--- src/rtl/instr_mem_loader.sv ---
// instr_mem_loader: write side of the instruction memory; unpacks a framed byte stream
//   into little-endian 32-bit words, writes them to consecutive word addresses and keeps
//   the core held in reset until the whole image is in place.
// Latency: last payload byte accepted at edge N -> mem_wr during cycle N+1; release from N+2.
// Backpressure: in_ready drops only in the single WRITE cycle, in DONE and while RST is low.
// Ports:
//   CLK, RST (async active-low)      clock / reset
//   in_valid, in_data, in_ready      byte stream, transfer = in_valid & in_ready
//   mem_wr, mem_waddr, mem_wdata     instruction memory write port (one pulse per word)
//   cpu_hold, done, error            core hold, sticky load-complete, sticky frame error
//   word_cnt                         words written so far
// Optional build macro: LOADER_CHECKSUM_EN adds a trailing CSUM byte (mod-256 payload sum).
module instr_mem_loader #(
  parameter logic [63:0] BASE_ADDR = 64'h0,
  parameter int          MAX_WORDS = 4096
) (
  input  logic        CLK,
  input  logic        RST,
  input  logic        in_valid,
  input  logic [7:0]  in_data,
  output logic        in_ready,
  output logic        mem_wr,
  output logic [63:0] mem_waddr,
  output logic [31:0] mem_wdata,
  output logic        cpu_hold,
  output logic        done,
  output logic        error,
  output logic [15:0] word_cnt
);

`ifdef LOADER_CHECKSUM_EN
  typedef enum logic [2:0] {
    ST_HDR, ST_LEN0, ST_LEN1, ST_DATA, ST_WRITE, ST_CHK, ST_DONE, ST_ERR
  } state_t;
  // After the payload the checksum byte is still owed.
  localparam state_t ST_END = ST_CHK;
`else
  typedef enum logic [2:0] {
    ST_HDR, ST_LEN0, ST_LEN1, ST_DATA, ST_WRITE, ST_DONE, ST_ERR
  } state_t;
  localparam state_t ST_END = ST_DONE;
`endif

  localparam logic [16:0] MAX_LEN = 17'(MAX_WORDS);

  state_t      state_q, state_d;
  logic [15:0] len_q;
  logic [1:0]  lane_q;
  logic [23:0] asm_q;      // lanes 0..2 of the word being assembled
  logic        ready_st;
  logic        xfer;
  logic [16:0] len_in;     // full length as it completes in LEN1, one spare bit for the compare
`ifdef LOADER_CHECKSUM_EN
  logic [7:0]  csum_q;
`endif

  // Ready depends only on state; gated by RST so nothing is accepted while in reset.
  assign ready_st = (state_q != ST_WRITE) && (state_q != ST_DONE);
  assign in_ready = RST & ready_st;
  assign xfer     = in_valid & in_ready;
  assign len_in   = {1'b0, in_data, len_q[7:0]};

  always_ff @(posedge CLK or negedge RST) begin
    if (!RST) begin
      state_q <= ST_HDR;
    end else begin
      state_q <= state_d;
    end
  end

  always_comb begin
    state_d  = state_q;
    mem_wr   = 1'b0;
    cpu_hold = 1'b1;
    done     = 1'b0;
    error    = 1'b0;
    case (state_q)
      ST_HDR: begin
        if (xfer && in_data == 8'hA5) state_d = ST_LEN0;
      end
      ST_LEN0: begin
        if (xfer) state_d = ST_LEN1;
      end
      ST_LEN1: begin
        if (xfer) begin
          if (len_in > MAX_LEN)         state_d = ST_ERR;
          else if (len_in[15:0] == '0) state_d = ST_END;
          else                          state_d = ST_DATA;
        end
      end
      ST_DATA: begin
        if (xfer && lane_q == 2'd3) state_d = ST_WRITE;
      end
      ST_WRITE: begin
        mem_wr  = 1'b1;
        // word_cnt still holds the index of the word being written this cycle.
        state_d = (word_cnt + 16'd1 == len_q) ? ST_END : ST_DATA;
      end
`ifdef LOADER_CHECKSUM_EN
      ST_CHK: begin
        if (xfer) state_d = (in_data == csum_q) ? ST_DONE : ST_ERR;
      end
`endif
      ST_DONE: begin
        cpu_hold = 1'b0;
        done     = 1'b1;
      end
      ST_ERR: begin
        error = 1'b1;
      end
      default: state_d = ST_HDR;
    endcase
  end

  always_ff @(posedge CLK or negedge RST) begin
    if (!RST) begin
      len_q     <= '0;
      lane_q    <= '0;
      asm_q     <= '0;
      mem_waddr <= BASE_ADDR;
      mem_wdata <= '0;
      word_cnt  <= '0;
`ifdef LOADER_CHECKSUM_EN
      csum_q    <= '0;
`endif
    end else begin
      if (xfer) begin
        case (state_q)
          ST_LEN0: len_q[7:0]  <= in_data;
          ST_LEN1: len_q[15:8] <= in_data;
          ST_DATA: begin
            case (lane_q)
              2'd0: asm_q[7:0]   <= in_data;
              2'd1: asm_q[15:8]  <= in_data;
              2'd2: asm_q[23:16] <= in_data;
              2'd3: begin
                // Write port registers load only here, so they hold between pulses.
                mem_wdata <= {in_data, asm_q};
                mem_waddr <= BASE_ADDR + {46'd0, word_cnt, 2'b00};
              end
            endcase
            lane_q <= lane_q + 2'd1;
`ifdef LOADER_CHECKSUM_EN
            csum_q <= csum_q + in_data;
`endif
          end
          default: ;
        endcase
      end
      if (state_q == ST_WRITE) word_cnt <= word_cnt + 16'd1;
    end
  end

endmodule

--- config.mk ---
export PLATFORM = sky130hd
export DESIGN_NAME = instr_mem_loader
export DESIGN_NICKNAME = d
export VERILOG_FILES = /design/src/rtl/instr_mem_loader.sv
export SDC_FILE = /design/constraint.sdc
export NUM_CORES = 1
export LEC_CHECK = 0
export ABC_AREA = 1
export BUFFER_PORTS_ARGS = -buffer_cell sky130_fd_sc_hd__buf_2
export CORE_MARGIN = 5
export CORE_UTILIZATION = 54
export DETAILED_ROUTE_END_ITERATION = 6
export MAX_ROUTING_LAYER = met4
export PLACE_DENSITY_LB_ADDON = 0.12
export SYNTH_ARGS = -nofsm -noshare
export SYNTH_HDL_FRONTEND = slang
export SYNTH_SLANG_ARGS = --single-unit
--- constraint.sdc ---
create_clock -name CLK -period 2.2 [get_ports CLK]
set_input_delay 0.22 -clock CLK [delete_from_list [all_inputs] [get_ports CLK]]
set_output_delay 0.22 -clock CLK [all_outputs]
set_load 0.005 [all_outputs]
**Yosys cells after proc, flatten, opt, wreduce, memory -nomap -nowiden**

Cells that the tools add are included.

- Register bits: 109
- Bits of input ports: 11
- Output and inout bits: 117
- Word-level logic and storage cells: 60

- $add $sub $neg: 2
- $lt $le $gt $ge: 1
- Equality and inequality tests: 17
- Mux-type cells: 12
- Bitwise operators: 3
- Reduce and logical (&&, ||, !) cells: 15

Operators with widths:

| operator | number |
|---|---|
| 2-to-1 mux 3 bit | 7 |
| case mux 3 bit (6 select lines) | 1 |
| adder 16 x 1 -> 16 bit (second input constant) | 1 |
| equality test 16 bit | 1 |
| > comparator 16 x 13 -> 1 bit (second input constant) | 1 |
| zero test 16 bit | 1 |
| AND reduction 3 bit | 4 |
| equality test 3 bit (second input constant) | 3 |
| equality test 8 bit (second input constant) | 1 |
| inequality test 2 bit (second input constant) | 4 |
| equality test 3 x 2 -> 1 bit (second input constant) | 2 |
| inequality test 3 bit (second input constant) | 2 |
| AND reduction 2 bit | 3 |
| AND reduction 5 bit | 1 |
| equality test 2 bit (second input constant) | 2 |
| 2-to-1 mux 1 bit | 4 |
| equality test 3 x 1 -> 1 bit (second input constant) | 1 |
| logical AND 1 bit | 3 |
| zero test 3 bit | 1 |
| adder 2 x 1 -> 2 bit (second input constant) | 1 |
| AND 1 bit | 2 |
| equality test 2 x 1 -> 1 bit (second input constant) | 1 |
| zero test 2 bit | 1 |
| OR reduction 2 bit | 1 |
| NOT 1 bit | 1 |

**Depth between registers and ports, before layout**

- Word-level depth: 7
- Depth in mapped cells: 16
- Depth with buffers taken out: 16

**Least setup slack after synthesis**

No wires, ideal clock.

- Path kind: reg-to-reg
- Start: register word_cnt[0]
- End: register state_q[1]
- Setup time: 0.117 ns
- Data arrival time: 1.626 ns
- Data required time: 2.083 ns
- Slack: 0.457 ns
- Cell stages (with the launch flop): 16
- Path buffers: 0
- Clock period less this slack: 1.743 ns
- Cells stage by stage: dfrtp_1 ha_1 nand2_1 inv_1 o21ai_0 nand2_1 inv_1 nand2_1 nor2_1 nand3_1 nor2_2 nand3_1 nand2_1 nand2_1 nand2_1 nand2_1

- Cells in the longest elaborated chain, start to end: 4

Ends and longest elaborated chain:

| what | line | RTL |
|---|---|---|
| start: declaration | 28 | `output logic [15:0] word_cnt` |
| start signal: assignment | 150 | `if (state_q == ST_WRITE) word_cnt <= word_cnt + 16'd1;` |
| adder 16 x 1 -> 16 bit | 97 | `state_d = (word_cnt + 16'd1 == len_q) ? ST_END : ST_DATA;` |
| equality test 16 bit | 97 |  |
| 2-to-1 mux 3 bit | 97 |  |
| case mux 3 bit (6 select lines) | 77 | `case (state_q)` |
| end signal: assignment | 67 | `state_q <= state_d;` |
| end: declaration | 46 | `state_t state_q, state_d;` |

Every way passes these cells.
A chain may end at the register's enable or synchronous reset.

**Worst setup path in the final report**

- Start: register state_q[1]
- End: output mem_wr

- Cells in the longest elaborated chain, start to end: 2

Ends and longest elaborated chain:

| what | line | RTL |
|---|---|---|
| equality test 3 bit | 77 |  |
| 2-to-1 mux 1 bit | 77 |  |
| end: declaration | 22 | `output logic mem_wr,` |

Every way passes these cells.

==> metrics <==
Final Setup Violations 0; HP Class input port to register; Cell Pwr Density 556.6 mW/mm2; Row Count 36; EDFF count, synth 0; clock network power share 35.3%; total power 3272 uW; skew final 0.008723 ns; dpl hpwl 9.000 mm; Main synth FF type dfrtp_1; unrepaired setup endpoints after global routing no; critical path endpoint category output pin; Fillers 880; Initial DRT Pass Iterations 5; status complete, no violations; Crit Path Category register to output pin; Int Power 2458 uW; WL per Instance 14.88 um; total core area 0.009684 mm2; syn avg cell area 8.777 um2; Nets 704; layout overhead on the synthesized area 10.70%; Final Slew Violations 0; area of the die 0.01192 mm2; Layout Cells excl Fill 826; Seq/Total Area, Yosys 51.37%; GRT overflow 0; Reg area 0.002729 mm2; layout cells sized above 1 21.07%; distinct cell type count after synthesis 29; sequential power share 61.2%; initial antenna violation count 0; fin crit period 2.051 ns; clk buf depth 2; Net Switching 813.6 uW; relative slew slack 59.94%; clk slew on worst S/H paths 0.11 ns; RePlAce Congestion 0.8835; maximum vdd drop 0.0004354 V; wire length of the first global-routing pass 19.55 mm; Starting Density 54.83%; Final ANT Viol Nets 0; Yosys reg bits 109; CTS Root Cell clkbuf_8; yosys synthesis warning count 0; fin crit share 93.23%; CTS buffer count 9; Final Hold Viols 0; Async S/R FF share, synth 100.0%; setup repair bufs after CTS 0; CTS tree done; DRC 0; Critical Path AT 1.83 ns; Die Height 109.2 um; Worst setup SP type register; Comb pwr share 3.5%; largest net degree at the start of global routing 111; worst-margin pin slew 0.6002 ns; crit-path max FO 9; Req. time, crit path 1.98 ns; P_leak 0.003096 uW; Global Route Usage Sum 22.17%; Sw Ratio 24.87%; max cap viols 0; worst skew pair latency 0.37 ns; H-tree depth 3; placed insts 809; vias in the first global route 3809; detailed-route wire length 12.29 mm; via count 4054; Die Span X 109.2 um; Top Ports 128; fmax 0.4875 GHz; multi-input logic area 0.002121 mm2; 1st-iter DRT viols 208; ANT cells 0; Port-buffer cells 79; clk sink count 109; final setup TNS 0 ns; mapped cell area 0.005310 mm2; vias per cell 4.908; cells after synthesis 605
## layer usage
layer	vias up	GRT usage (%)	share of wire, %
met5	-	-	0
met4	0	9.017	2.4
met3	19	2.901	4.8
met2	119	33.82	47
met1	1889	30.14	46
li1	2027	-	-
## metrics by stage
stage | hold WS (ns) | instance area [um2] | setup WS, ns | util [%]
5_1_grt | 0.2832 | 5878 | 0.01319 | 60.70
4_1_cts | 0.2623 | 5877 | 0.1390 | 60.68
2_1_floorplan | -0.07559 | 5487 | 0.4565 | -
3_5_place_dp | 0.4060 | 5684 | 0.2209 | 58.70
3_3_place_gp | 0.4059 | 5684 | 0.2979 | 58.70
6_report | 0.2793 | 5878 | 0.1489 | 60.70
## worst paths after layout
kind                                           from                        to  slack, ns  depth (start not counted)
min in group asynchronous                       RST   word_cnt[4]$_DFFE_PN0P_       0.52                          3
setup / recovery             state_q[1]$_DFFE_PN0P_                    mem_wr       0.15                          5
hold / removal                           in_data[1]      asm_q[9]$_DFFE_PN0P_       0.28                          4
max in group asynchronous                       RST  mem_wdata[4]$_DFFE_PN0P_       1.26                          3
setup reg to reg            word_cnt[0]$_DFFE_PN0P_    state_q[1]$_DFFE_PN0P_       0.27                         15
hold reg to reg            mem_waddr[4]$_DFFE_PN0P_  mem_waddr[4]$_DFFE_PN0P_       0.49                          2
## flip-flops by register name, summed over array words and instances, names as in the netlist
register and flops:
mem_wdata 32, asm_q 24, len_q 16, mem_waddr 16, word_cnt 16, state_q 3
lane_q 2
## synth_stat cells (2+ instances only)
master | number | share of area [%]
nor2_1 | 22 | 1.6
o21ai_0 | 81 | 7.6
a21boi_0 | 2 | 0.28
nand3_1 | 32 | 3.0
buf_6 | 3 | 0.64
dfrtp_1 | 109 | 51
nor2_2 | 5 | 0.59
buf_4 | 48 | 6.8
a21oi_1 | 4 | 0.38
nand3b_1 | 2 | 0.28
nand4_1 | 9 | 1.1
ha_1 | 5 | 1.2
inv_1 | 51 | 3.6
xor2_1 | 3 | 0.49
clkbuf_1 | 12 | 0.85
nand2_2 | 3 | 0.35
nor2_4 | 4 | 0.85
nor3_1 | 5 | 0.47
inv_2 | 2 | 0.14
mux2_2 | 25 | 5.3
nand2_1 | 170 | 12
## final cells by class
cell class,count,area share (%)
sequential,109,46.42
clock inverter,6,0.9366
multi-input combinational,427,36.08
timing repair buffer,88,8.174
inverter,53,3.384
clock buffer,10,2.171
tap,133,2.831
## repair_timing
item                                    CTS  global route
endpoints found under the setup margin    0             1
hold endpoints to repair                 42             0
hold buffers                              1             0
gates resized for setup                   0             1
## layout by cell type, fill, tap and decap left out, types with 2 or more instances in the layout
| cell type | netlist | routed |
|---|---|---|
| nor2_2 | 5 | 5 |
| nor2_4 | 4 | 4 |
| nand3_1 | 32 | 32 |
| a21boi_0 | 2 | 2 |
| nor2_1 | 22 | 22 |
| clkbuf_8 | 0 | 9 |
| mux2_2 | 25 | 25 |
| o21ai_0 | 81 | 81 |
| nor3_1 | 5 | 5 |
| ha_1 | 5 | 5 |
| nand4_1 | 9 | 9 |
| nand2_2 | 3 | 3 |
| dfrtp_1 | 109 | 108 |
| inv_2 | 2 | 2 |
| a21oi_1 | 4 | 4 |
| nand3b_1 | 2 | 2 |
| buf_4 | 48 | 8 |
| clkinv_4 | 0 | 3 |
| conb_1 | 1 | 48 |
| nand2_1 | 170 | 170 |
| inv_6 | 0 | 2 |
| inv_1 | 51 | 51 |
| xor2_1 | 3 | 3 |
| buf_2 | 0 | 78 |
## cell families (layout without fill, tap and decap cells)
kind of cell / Yosys count / after routing / share of synthesized area, %
AO/OA/AOI/OAI: 90 / 90 / 8.789
XOR/XNOR: 4 / 4 / 0.6599
adder cells (fa/ha/maj): 5 / 5 / 1.178
buffers and inverters: 116 / 157 / 12.02
flip-flops: 109 / 109 / 51.37
multiplexers: 25 / 25 / 5.302
other: 1 / 48 / 0.07062
AND/OR/NAND/NOR: 255 / 255 / 20.62
## power groups by stage
| stage | Clock (uW) | Sequential, uW | Combinational (uW) |
|---|---|---|---|
| 3_5_place_dp | 0 | 2040 | 113 |
| 6_report | 1160 | 2000 | 114 |
| 4_1_cts | 1190 | 2000 | 115 |
| 5_1_grt | 1270 | 2000 | 133 |
| 3_3_place_gp | 0 | 2040 | 112 |
| 2_1_floorplan | 0 | 2040 | 94.2 |
## critical path, stage by stage (launching register included)
cell and delay, ns:
dfrtp_1 0.44, inv_1 0.13, nand2_1 0.08, nor2_1 0.39
buf_4 0.28, buf_2 0.14
Note: power is estimated with default switching activity, not from simulation.
